==> src/rtl/lightbike_pkg.sv <==
// rtl/lightbike_pkg.sv - shared lightbike grid constants, arbiter states and border-cell helper
package lightbike_pkg;

  localparam int GRID_SIZE = 32;
  localparam int LOG_GRID  = 5;
  localparam int ADDR_W    = 2 * LOG_GRID;

  typedef enum logic [1:0] {
    ST_IDLE  = 2'd0,
    ST_P_RD  = 2'd1,
    ST_P_WR  = 2'd2,
    ST_CLEAR = 2'd3
  } arb_state_e;

  // Cells on the outer ring are walls after a round clear.
  function automatic logic is_border(input logic [LOG_GRID-1:0] x,
                                     input logic [LOG_GRID-1:0] y);
    logic [LOG_GRID-1:0] edge_c;
    edge_c = LOG_GRID'(GRID_SIZE - 1);
    return (x == '0) || (x == edge_c) || (y == '0) || (y == edge_c);
  endfunction

endpackage

==> src/rtl/grid_arbiter_if.sv <==
// rtl/grid_arbiter_if.sv - requester and grid RAM signals around the lightbike grid arbiter
interface grid_arbiter_if
  import lightbike_pkg::*;
();

  logic                  pix_req;
  logic [LOG_GRID-1:0]   pix_x;
  logic [LOG_GRID-1:0]   pix_y;
  logic                  pix_valid;
  logic                  pix_data;

  logic                  clr_start;
  logic                  clr_busy;

  logic [1:0]            p_req;
  logic [2*LOG_GRID-1:0] p_x;
  logic [2*LOG_GRID-1:0] p_y;
  logic [1:0]            p_gnt;
  logic [1:0]            p_done;
  logic                  p_hit;

  logic [ADDR_W-1:0]     mem_addr;
  logic                  mem_we;
  logic                  mem_wdata;
  logic                  mem_rdata;

  modport slave (
    input  pix_req, pix_x, pix_y, clr_start, p_req, p_x, p_y, mem_rdata,
    output pix_valid, pix_data, clr_busy, p_gnt, p_done, p_hit,
           mem_addr, mem_we, mem_wdata
  );

  modport master (
    output pix_req, pix_x, pix_y, clr_start, p_req, p_x, p_y, mem_rdata,
    input  pix_valid, pix_data, clr_busy, p_gnt, p_done, p_hit,
           mem_addr, mem_we, mem_wdata
  );

endinterface

==> src/rtl/grid_clear_sweeper.sv <==
// rtl/grid_clear_sweeper.sv - round-clear address counter producing the border wall pattern
module grid_clear_sweeper
  import lightbike_pkg::*;
#(
  parameter int GRID_SIZE = lightbike_pkg::GRID_SIZE,
  parameter int LOG_GRID  = lightbike_pkg::LOG_GRID
) (
  input  logic                  board_clk,
  input  logic                  reset,
  input  logic                  en_i,
  output logic [2*LOG_GRID-1:0] addr_o,
  output logic                  wdata_o,
  output logic                  last_o
);

  localparam logic [2*LOG_GRID-1:0] LAST_ADDR = (2*LOG_GRID)'(GRID_SIZE * GRID_SIZE - 1);

  logic [2*LOG_GRID-1:0] cnt_q, cnt_d;

  assign addr_o  = cnt_q;
  assign last_o  = (cnt_q == LAST_ADDR);
  assign wdata_o = is_border(cnt_q[LOG_GRID-1:0], cnt_q[2*LOG_GRID-1:LOG_GRID]);

  // Wrapping to zero on the final write leaves the counter ready for the next round.
  always_comb begin
    cnt_d = cnt_q;
    if (en_i) begin
      cnt_d = last_o ? '0 : cnt_q + (2*LOG_GRID)'(1);
    end
  end

  always_ff @(posedge board_clk or posedge reset) begin
    if (reset) begin
      cnt_q <= '0;
    end else begin
      cnt_q <= cnt_d;
    end
  end

endmodule

==> src/rtl/grid_arbiter.sv <==
// rtl/grid_arbiter.sv - single-port grid RAM arbiter: VGA reads, round clear, atomic player commits
module grid_arbiter
  import lightbike_pkg::*;
#(
  parameter int GRID_SIZE = lightbike_pkg::GRID_SIZE,
  parameter int LOG_GRID  = lightbike_pkg::LOG_GRID
) (
  input  logic          board_clk,
  input  logic          reset,
  grid_arbiter_if.slave bus
);

  arb_state_e            state_q, state_d;
  logic                  cur_q, cur_d;
  logic                  rr_q, rr_d;
  logic [LOG_GRID-1:0]   x_q, x_d;
  logic [LOG_GRID-1:0]   y_q, y_d;
  logic                  rd_pend_q, rd_pend_d;
  logic                  hit_q, hit_d;
  logic                  pix_valid_q;

  logic                  sel;
  logic [LOG_GRID-1:0]   gx, gy;
  logic [1:0]            gnt_c, done_c;
  logic                  hit_c;
  logic [2*LOG_GRID-1:0] addr_c;
  logic                  we_c, wdata_c;
  logic                  sweep_en;
  logic [2*LOG_GRID-1:0] sweep_addr;
  logic                  sweep_wdata, sweep_last;

  grid_clear_sweeper #(
    .GRID_SIZE (GRID_SIZE),
    .LOG_GRID  (LOG_GRID)
  ) u_sweeper (
    .board_clk (board_clk),
    .reset     (reset),
    .en_i      (sweep_en),
    .addr_o    (sweep_addr),
    .wdata_o   (sweep_wdata),
    .last_o    (sweep_last)
  );

  always_comb begin
    state_d   = state_q;
    cur_d     = cur_q;
    rr_d      = rr_q;
    x_d       = x_q;
    y_d       = y_q;
    rd_pend_d = 1'b0;
    hit_d     = rd_pend_q ? bus.mem_rdata : hit_q;
    gnt_c     = 2'b00;
    done_c    = 2'b00;
    hit_c     = 1'b0;
    addr_c    = '0;
    we_c      = 1'b0;
    wdata_c   = 1'b0;
    sweep_en  = 1'b0;

    // The pointer only moves on contention, so a lone requester never steals the next tie.
    sel = (bus.p_req == 2'b11) ? ~rr_q : bus.p_req[1];
    gx  = sel ? bus.p_x[2*LOG_GRID-1:LOG_GRID] : bus.p_x[LOG_GRID-1:0];
    gy  = sel ? bus.p_y[2*LOG_GRID-1:LOG_GRID] : bus.p_y[LOG_GRID-1:0];

    if (bus.pix_req) begin
      addr_c = {bus.pix_y, bus.pix_x};
    end

    case (state_q)
      ST_IDLE: begin
        if (bus.clr_start) begin
          state_d = ST_CLEAR;
        end else if (bus.p_req != 2'b00) begin
          gnt_c[sel] = 1'b1;
          cur_d      = sel;
          x_d        = gx;
          y_d        = gy;
          if (bus.p_req == 2'b11) begin
            rr_d = sel;
          end
          if (bus.pix_req) begin
            state_d = ST_P_RD;
          end else begin
            addr_c    = {gy, gx};
            rd_pend_d = 1'b1;
            state_d   = ST_P_WR;
          end
        end
      end
      ST_P_RD: begin
        if (!bus.pix_req) begin
          addr_c    = {y_q, x_q};
          rd_pend_d = 1'b1;
          state_d   = ST_P_WR;
        end
      end
      ST_P_WR: begin
        if (!bus.pix_req) begin
          addr_c        = {y_q, x_q};
          we_c          = 1'b1;
          wdata_c       = 1'b1;
          done_c[cur_q] = 1'b1;
          hit_c         = rd_pend_q ? bus.mem_rdata : hit_q;
          state_d       = ST_IDLE;
        end
      end
      ST_CLEAR: begin
        if (!bus.pix_req) begin
          sweep_en = 1'b1;
          addr_c   = sweep_addr;
          we_c     = 1'b1;
          wdata_c  = sweep_wdata;
          if (sweep_last) begin
            state_d = ST_IDLE;
          end
        end
      end
      default: state_d = ST_IDLE;
    endcase
  end

  always_ff @(posedge board_clk or posedge reset) begin
    if (reset) begin
      state_q     <= ST_IDLE;
      cur_q       <= 1'b0;
      rr_q        <= 1'b1;
      x_q         <= '0;
      y_q         <= '0;
      rd_pend_q   <= 1'b0;
      hit_q       <= 1'b0;
      pix_valid_q <= 1'b0;
    end else begin
      state_q     <= state_d;
      cur_q       <= cur_d;
      rr_q        <= rr_d;
      x_q         <= x_d;
      y_q         <= y_d;
      rd_pend_q   <= rd_pend_d;
      hit_q       <= hit_d;
      pix_valid_q <= bus.pix_req;
    end
  end

  assign bus.mem_addr  = addr_c;
  assign bus.mem_we    = we_c;
  assign bus.mem_wdata = wdata_c;
  assign bus.p_gnt     = gnt_c;
  assign bus.p_done    = done_c;
  assign bus.p_hit     = hit_c;
  assign bus.pix_valid = pix_valid_q;
  assign bus.pix_data  = pix_valid_q & bus.mem_rdata;
  assign bus.clr_busy  = (state_q == ST_CLEAR);

endmodule

==> src/flat_wrapper.sv <==
// flat-port wrapper written by rule: the top's interface ports become plain ports
module grid_arbiter_flat import lightbike_pkg::*;
#(
  parameter int GRID_SIZE = lightbike_pkg::GRID_SIZE,
  parameter int LOG_GRID  = lightbike_pkg::LOG_GRID
)
  (board_clk, reset, bus_pix_req, bus_pix_x, bus_pix_y, bus_clr_start, bus_p_req, bus_p_x, bus_p_y, bus_mem_rdata, bus_pix_valid, bus_pix_data, bus_clr_busy, bus_p_gnt, bus_p_done, bus_p_hit, bus_mem_addr, bus_mem_we, bus_mem_wdata);
  grid_arbiter_if bus_i ();
  input  logic board_clk;
  input  logic reset;
  input wire logic [$bits(bus_i.pix_req)-1:0] bus_pix_req;
  input wire logic [$bits(bus_i.pix_x)-1:0] bus_pix_x;
  input wire logic [$bits(bus_i.pix_y)-1:0] bus_pix_y;
  input wire logic [$bits(bus_i.clr_start)-1:0] bus_clr_start;
  input wire logic [$bits(bus_i.p_req)-1:0] bus_p_req;
  input wire logic [$bits(bus_i.p_x)-1:0] bus_p_x;
  input wire logic [$bits(bus_i.p_y)-1:0] bus_p_y;
  input wire logic [$bits(bus_i.mem_rdata)-1:0] bus_mem_rdata;
  output wire logic [$bits(bus_i.pix_valid)-1:0] bus_pix_valid;
  output wire logic [$bits(bus_i.pix_data)-1:0] bus_pix_data;
  output wire logic [$bits(bus_i.clr_busy)-1:0] bus_clr_busy;
  output wire logic [$bits(bus_i.p_gnt)-1:0] bus_p_gnt;
  output wire logic [$bits(bus_i.p_done)-1:0] bus_p_done;
  output wire logic [$bits(bus_i.p_hit)-1:0] bus_p_hit;
  output wire logic [$bits(bus_i.mem_addr)-1:0] bus_mem_addr;
  output wire logic [$bits(bus_i.mem_we)-1:0] bus_mem_we;
  output wire logic [$bits(bus_i.mem_wdata)-1:0] bus_mem_wdata;
  assign bus_i.pix_req = bus_pix_req;
  assign bus_i.pix_x = bus_pix_x;
  assign bus_i.pix_y = bus_pix_y;
  assign bus_i.clr_start = bus_clr_start;
  assign bus_i.p_req = bus_p_req;
  assign bus_i.p_x = bus_p_x;
  assign bus_i.p_y = bus_p_y;
  assign bus_i.mem_rdata = bus_mem_rdata;
  assign bus_pix_valid = bus_i.pix_valid;
  assign bus_pix_data = bus_i.pix_data;
  assign bus_clr_busy = bus_i.clr_busy;
  assign bus_p_gnt = bus_i.p_gnt;
  assign bus_p_done = bus_i.p_done;
  assign bus_p_hit = bus_i.p_hit;
  assign bus_mem_addr = bus_i.mem_addr;
  assign bus_mem_we = bus_i.mem_we;
  assign bus_mem_wdata = bus_i.mem_wdata;
  grid_arbiter #(.GRID_SIZE(GRID_SIZE), .LOG_GRID(LOG_GRID)) u_core (.board_clk(board_clk), .reset(reset), .bus(bus_i));
endmodule
==> config.mk <==
export PLATFORM = sky130hd
export DESIGN_NAME = grid_arbiter_flat
export DESIGN_NICKNAME = d
export VERILOG_FILES = /design/src/rtl/lightbike_pkg.sv /design/src/rtl/grid_arbiter_if.sv /design/src/rtl/grid_clear_sweeper.sv /design/src/rtl/grid_arbiter.sv /design/src/flat_wrapper.sv
export SDC_FILE = /design/constraint.sdc
export NUM_CORES = 1
export LEC_CHECK = 0
export ABC_CLOCK_PERIOD_IN_PS = 4600
export BUFFER_PORTS_ARGS = -buffer_cell sky130_fd_sc_hd__buf_2
export CORE_ASPECT_RATIO = 0.9
export CORE_MARGIN = 10
export CORE_UTILIZATION = 25
export DETAILED_ROUTE_END_ITERATION = 12
export GPL_ROUTABILITY_DRIVEN = 0
export PLACE_DENSITY = 0.42
export SLEW_MARGIN = 20
export SYNTH_ARGS = -nofsm -noshare
export SYNTH_HDL_FRONTEND = slang
export SYNTH_HIERARCHICAL = 1
export SYNTH_SLANG_ARGS = --single-unit
==> constraint.sdc <==
create_clock -name board_clk -period 4.6 [get_ports board_clk]
set_clock_uncertainty 0.1 [all_clocks]
set_input_delay 0.46 -clock board_clk [delete_from_list [all_inputs] [get_ports board_clk]]
set_output_delay 0.46 -clock board_clk [all_outputs]
set_load 0.02 [all_outputs]
# After elaboration in Yosys (flattened, before gate mapping)
# Index checks and enable logic that the tools add are counted.
# word_totals
output_inout_bits,20
ff_bits,27
# op_classes
magnitude_cmp,4
n_eq_ne,12
mux,39
n_addsub,1
n_reduce_logical,14
bitwise_logic,3
# op_table
op,n
$mux W10,7
$pmux W10 S3,1
$mux W2,12
$mux W1,12
$add A10 B1 Y10 const B,1
$eq A10 B10 Y1 const B,1
$eq A5 B5 Y1 const B,2
$logic_not A5 Y1,2
$mux W5,2
$pmux W2 S4,1
$eq A2 B2 Y1 const B,3
$ne A2 B2 Y1 const B,3
$reduce_and A5 Y1,1
$lt A1 B2 Y1 const B,2
$pmux W1 S2,2
$reduce_and A4 Y1,1
$reduce_or A2 Y1,2
$logic_or A1 B1 Y1,3
$ne A3 B2 Y1 const B,1
$reduce_and A3 Y1,1
$demux W1 S1,2
$eq A2 B1 Y1 const B,1
$ge A1 B1 Y1 const B,2
$logic_and A1 B1 Y1,2
other kinds (5),6

# Longest topological paths before layout
# depth
ltp_word,9
depth_mapped,7
mapped_depth_nobuf,7

# By module
# Netlist, hierarchy kept.
# by_module_without_submodules
mod,cells_per_inst,n_inst,seq_area_each_um2,area_each_um2
grid_arbiter,163,1,426.7,1549.0
grid_clear_sweeper,57,1,250.2,554.3

# Least setup slack after synthesis
# OpenSTA, ideal clock, no wires.
# synth_path
path_kind,reg-to-reg
startpoint,reg u_core.state_q[0]
endpoint,reg u_core.u_sweeper.cnt_q[9] (netlist: u_core/u_sweeper/addr_o[9])
slack_ns,2.203
setup_time_ns,0.104
synth_period_minus_slack_ns,2.397
required_ns,4.396
t_arrival_ns,2.193
path_buffers,1
stages_incl_launch_ff,7
path_cell_list,dfrtp_1 > ha_1 > clkbuf_1 > nor2b_1 > nand4_4 > or4_1 > o311ai_1
# synth_via
elab_chain_len,2
# synth_lines
element,line_no,source
"start, declared",grid_arbiter.sv:13,"arb_state_e state_q, state_d;"
"start signal, assigned",grid_arbiter.sv:133,state_q <= state_d;
$eq A2 B2 Y1,-,
net bus_clr_busy,flat_wrapper.sv:21,output wire logic [$bits(bus_i.clr_busy)-1:0] bus_clr_busy;
$mux W1,grid_arbiter.sv:69,case (state_q)
net u_core.sweep_en,grid_arbiter.sv:28,logic sweep_en;
"end signal, assigned",grid_clear_sweeper.sv:36,cnt_q <= cnt_d;
"end, declared",grid_clear_sweeper.sv:18,"logic [2*LOG_GRID-1:0] cnt_q, cnt_d;"
# The timed path passes the listed nets, and every way through them passes these cells.
# A chain may end at the register's enable or synchronous reset.

# Final worst setup path
# layout_path
startpoint,in bus_pix_req
endpoint,out bus_mem_addr[2]
# layout_via
elab_chain_len,5
word_cells_on_any_way,7
cone_classes,mux: 7
# layout_lines
element,line_no,source
"start, declared",flat_wrapper.sv:11,input wire logic [$bits(bus_i.pix_req)-1:0] bus_pix_req;
$mux W10,grid_arbiter.sv:65,if (bus.pix_req) begin
$mux W10,grid_arbiter.sv:81,if (bus.pix_req) begin
$mux W10,grid_arbiter.sv:73,end else if (bus.p_req != 2'b00) begin
$mux W10,grid_arbiter.sv:71,if (bus.clr_start) begin
$pmux W10 S3 (*),grid_arbiter.sv:69,
"end, declared",flat_wrapper.sv:25,output wire logic [$bits(bus_i.mem_addr)-1:0] bus_mem_addr;
# Every way passes the cells marked *; elsewhere a longest branch is shown, timed or not.

==> flow_summary.json <==
{
  "synth_area_leaders": "dfrtp_1 (31%), mux2_2 (20%), nand4_1 (6.2%)",
  "rr_worst_depth": 5,
  "ys.flop_type": "dfrtp_1",
  "cts_max_path_buffers": 2,
  "detail_route.wl_per_cell_um": 18.89,
  "dpl_cell_area_sq_um": 2432,
  "port_buffers": 56,
  "cts_resized": 0,
  "required_ns": 4.04,
  "die_h_um": 107.0,
  "die_w_um": 116.7,
  "drt-initial-drc-count": 115,
  "yosys.cell_count.top_type": "mux2_2",
  "status": "complete, no violations",
  "synth_common_cells": "mux2_2 (37), dfrtp_1 (26), nand4_1 (21)",
  "vias_per_cell": 5.223,
  "synth_edf_count": 0,
  "yosysSeqAreaShare_pct": 32.18,
  "mappedNetlistArea_sq_um": 2103,
  "fin_crit_ns": 2.796,
  "final_nets": 309,
  "start_kind": "input pin",
  "antenna_found_initial": 0,
  "path_clk_slew_ns": 0.11,
  "hp-class": "in -> async",
  "cts_buffers": 3,
  "p_leak_uw": 0.001066,
  "postSynthNetCount": 263,
  "grt_max_degree": 40,
  "critPathMaxFanout": 39,
  "hold_viol_final": 0,
  "fin_area_sq_um": 2481,
  "drv_slew": 0,
  "synthToLayoutAreaGrowth_pct": 17.97,
  "power_density_nw_per_um2": 544.7,
  "core-area_sq_um": 8107,
  "power.switching_uw": 636.5,
  "synth_top_area_share_pct": 30.93,
  "cts_hold_buf": 0,
  "dp_cells": 360,
  "cts_tree": "yes",
  "fin_tns_setup_ns": 0,
  "sw_frac_of_total_pct": 47.10,
  "finalCoreUtilization_pct": 30.61,
  "vias": 1901,
  "worstSkewPairLatency_ns": 0.28,
  "dr.pass1.iters": 5,
  "ir_drop_mv": 0.2424,
  "post-cts-setup-buffers": 0,
  "routed_wl_um": 6876,
  "async_flop_share_pct": 100.0,
  "pwr-share-comb_pct": 58.9,
  "synth_seq_cells": 27,
  "relSlewSlack_pct": 42.25,
  "cp-end-kind": "primary output",
  "cts.sinks": 27,
  "timing.fmax_mhz": 357.6,
  "grt.total_usage_pct": 11.16,
  "ys_types": 45,
  "post-route-drc-count": 0,
  "grt_pass1_vias": 1990,
  "crit_type": "in -> out",
  "setup_viol": 0,
  "share_seq_of_total_power_pct": 30.4,
  "tightest_slew_ns": 0.8653,
  "p_clk_share_pct": 10.7,
  "syn-instance-count": 220,
  "antenna_left": 0,
  "dpl.hpwl_um": 5111,
  "synth_area_per_cell_sq_um": 9.560,
  "timing.final.crit_share_pct": 60.79,
  "ios": 57,
  "n_antenna_cell": 0,
  "internal_power_uw": 714.8,
  "synth_top_cell_by_area": "dfrtp_1",
  "htreeDepth": 1,
  "start_util_pct": 25.95,
  "yosysWarnings": 6,
  "grt_pass1_wl_um": 11130,
  "cts_root_buf": "clkbuf_8",
  "design.die.area_sq_um": 12490,
  "critPathArrivalTime_ns": 2.24,
  "finalNonFillerCells": 364,
  "max_cap_violations": 0,
  "rows": 31,
  "overflow": 0,
  "drive_above_1_share_pct": 40.00,
  "rsz0062_at_grt": "no"
}
## cells by family after synthesis
| family | share of synthesized area, % |
|---|---|
| flip-flops | 32.18 |
| XOR/XNOR | 2.499 |
| adder cells (fa/ha/maj) | 3.569 |
| AND/OR/NAND/NOR | 19.22 |
| buffers and inverters | 6.067 |
| AO/OA/AOI/OAI | 14.75 |
| multiplexers | 21.71 |
## worst paths after layout
check	start	endpoint	slack, ns
min in group board_clk	bus_mem_rdata	u_core/hit_q$_DFF_PP0_	0.33
max in group asynchronous	reset	u_core/y_q[2]$_DFFE_PP0P_	3.72
worst max-delay path	bus_pix_req	bus_mem_addr[2]	1.80
worst max register to register	u_core/state_q[0]$_DFFE_PP0P_	u_core/u_sweeper/addr_o[9]$_DFFE_PP0P_	1.98
worst min-delay path	reset	u_core/u_sweeper/addr_o[1]$_DFFE_PP0P_	0.05
worst min register to register	u_core/hit_q$_DFF_PP0_	u_core/hit_q$_DFF_PP0_	0.41
## critical path: stages
cell and delay (ns):
buf_2 0.34, nor2_2 0.79, nand4_1 0.17, a41oi_1 0.26, buf_2 0.20
## sequential cells by signal (all words and copies together), names as in the netlist
register	count
u_core/u_sweeper/addr_o	10
u_core/cur_q	1
u_core/rd_pend_q	1
u_core/bus.pix_valid	1
u_core/state_q	2
u_core/hit_q	1
u_core/x_q	5
u_core/rr_q	1
u_core/y_q	5
## layout make-up
type                       instances  area [sq um]
clock buffer                       3         41.29
clock inverter                     1         5.005
sequential                        27         676.9
multi-input combinational        165          1301
timing repair buffer              57         287.8
fill                             866          5625
tap                               99         123.9
inverter                          12         45.04
## power by group through the flow
| stage | sequential (uW) | combinational (uW) | clock (uW) |
|---|---|---|---|
| final | 410 | 796 | 145 |
| after global routing | 428 | 876 | 163 |
| after CTS | 411 | 803 | 155 |
| after detailed placement | 416 | 800 | 0 |
| after global placement | 417 | 801 | 0 |
| after floorplan | 385 | 580 | 0 |
## through the flow
stage	worst slack (ns)	total power, uW	hold WS (ns)
after floorplan	2.203	965.3	0.2002
after global placement	1.866	1218	0.3775
after detailed placement	1.854	1216	0.3842
after CTS	1.812	1369	0.06199
after global routing	1.588	1468	0.07283
final	1.804	1351	0.05059
## metal layers
metal,track usage (%),share of wire (%)
met5,0,0
met4,2.293,0.96
met3,3.902,7.3
met2,16.70,42
met1,15.09,49
## placed cells by master (no fill, tap or decap), types with 2 or more instances in the layout
master / Yosys / routed
inv_1: 12 / 12
mux2i_1: 4 / 4
nand4_1: 21 / 21
o21ai_0: 6 / 6
nand3_1: 2 / 2
or3_1: 3 / 3
a221oi_1: 9 / 9
buf_2: 5 / 56
ha_1: 6 / 6
and2_1: 2 / 2
clkbuf_8: 0 / 3
xnor2_1: 3 / 3
xor2_1: 3 / 3
nor2b_1: 3 / 2
nand2_1: 18 / 18
o311ai_0: 2 / 2
nor3_1: 2 / 2
nor2_1: 11 / 11
dfrtp_1: 26 / 26
nand2b_1: 2 / 2
mux2_2: 37 / 37
a21oi_1: 4 / 4
a41oi_1: 9 / 9
(Power assumes the default switching activity.)
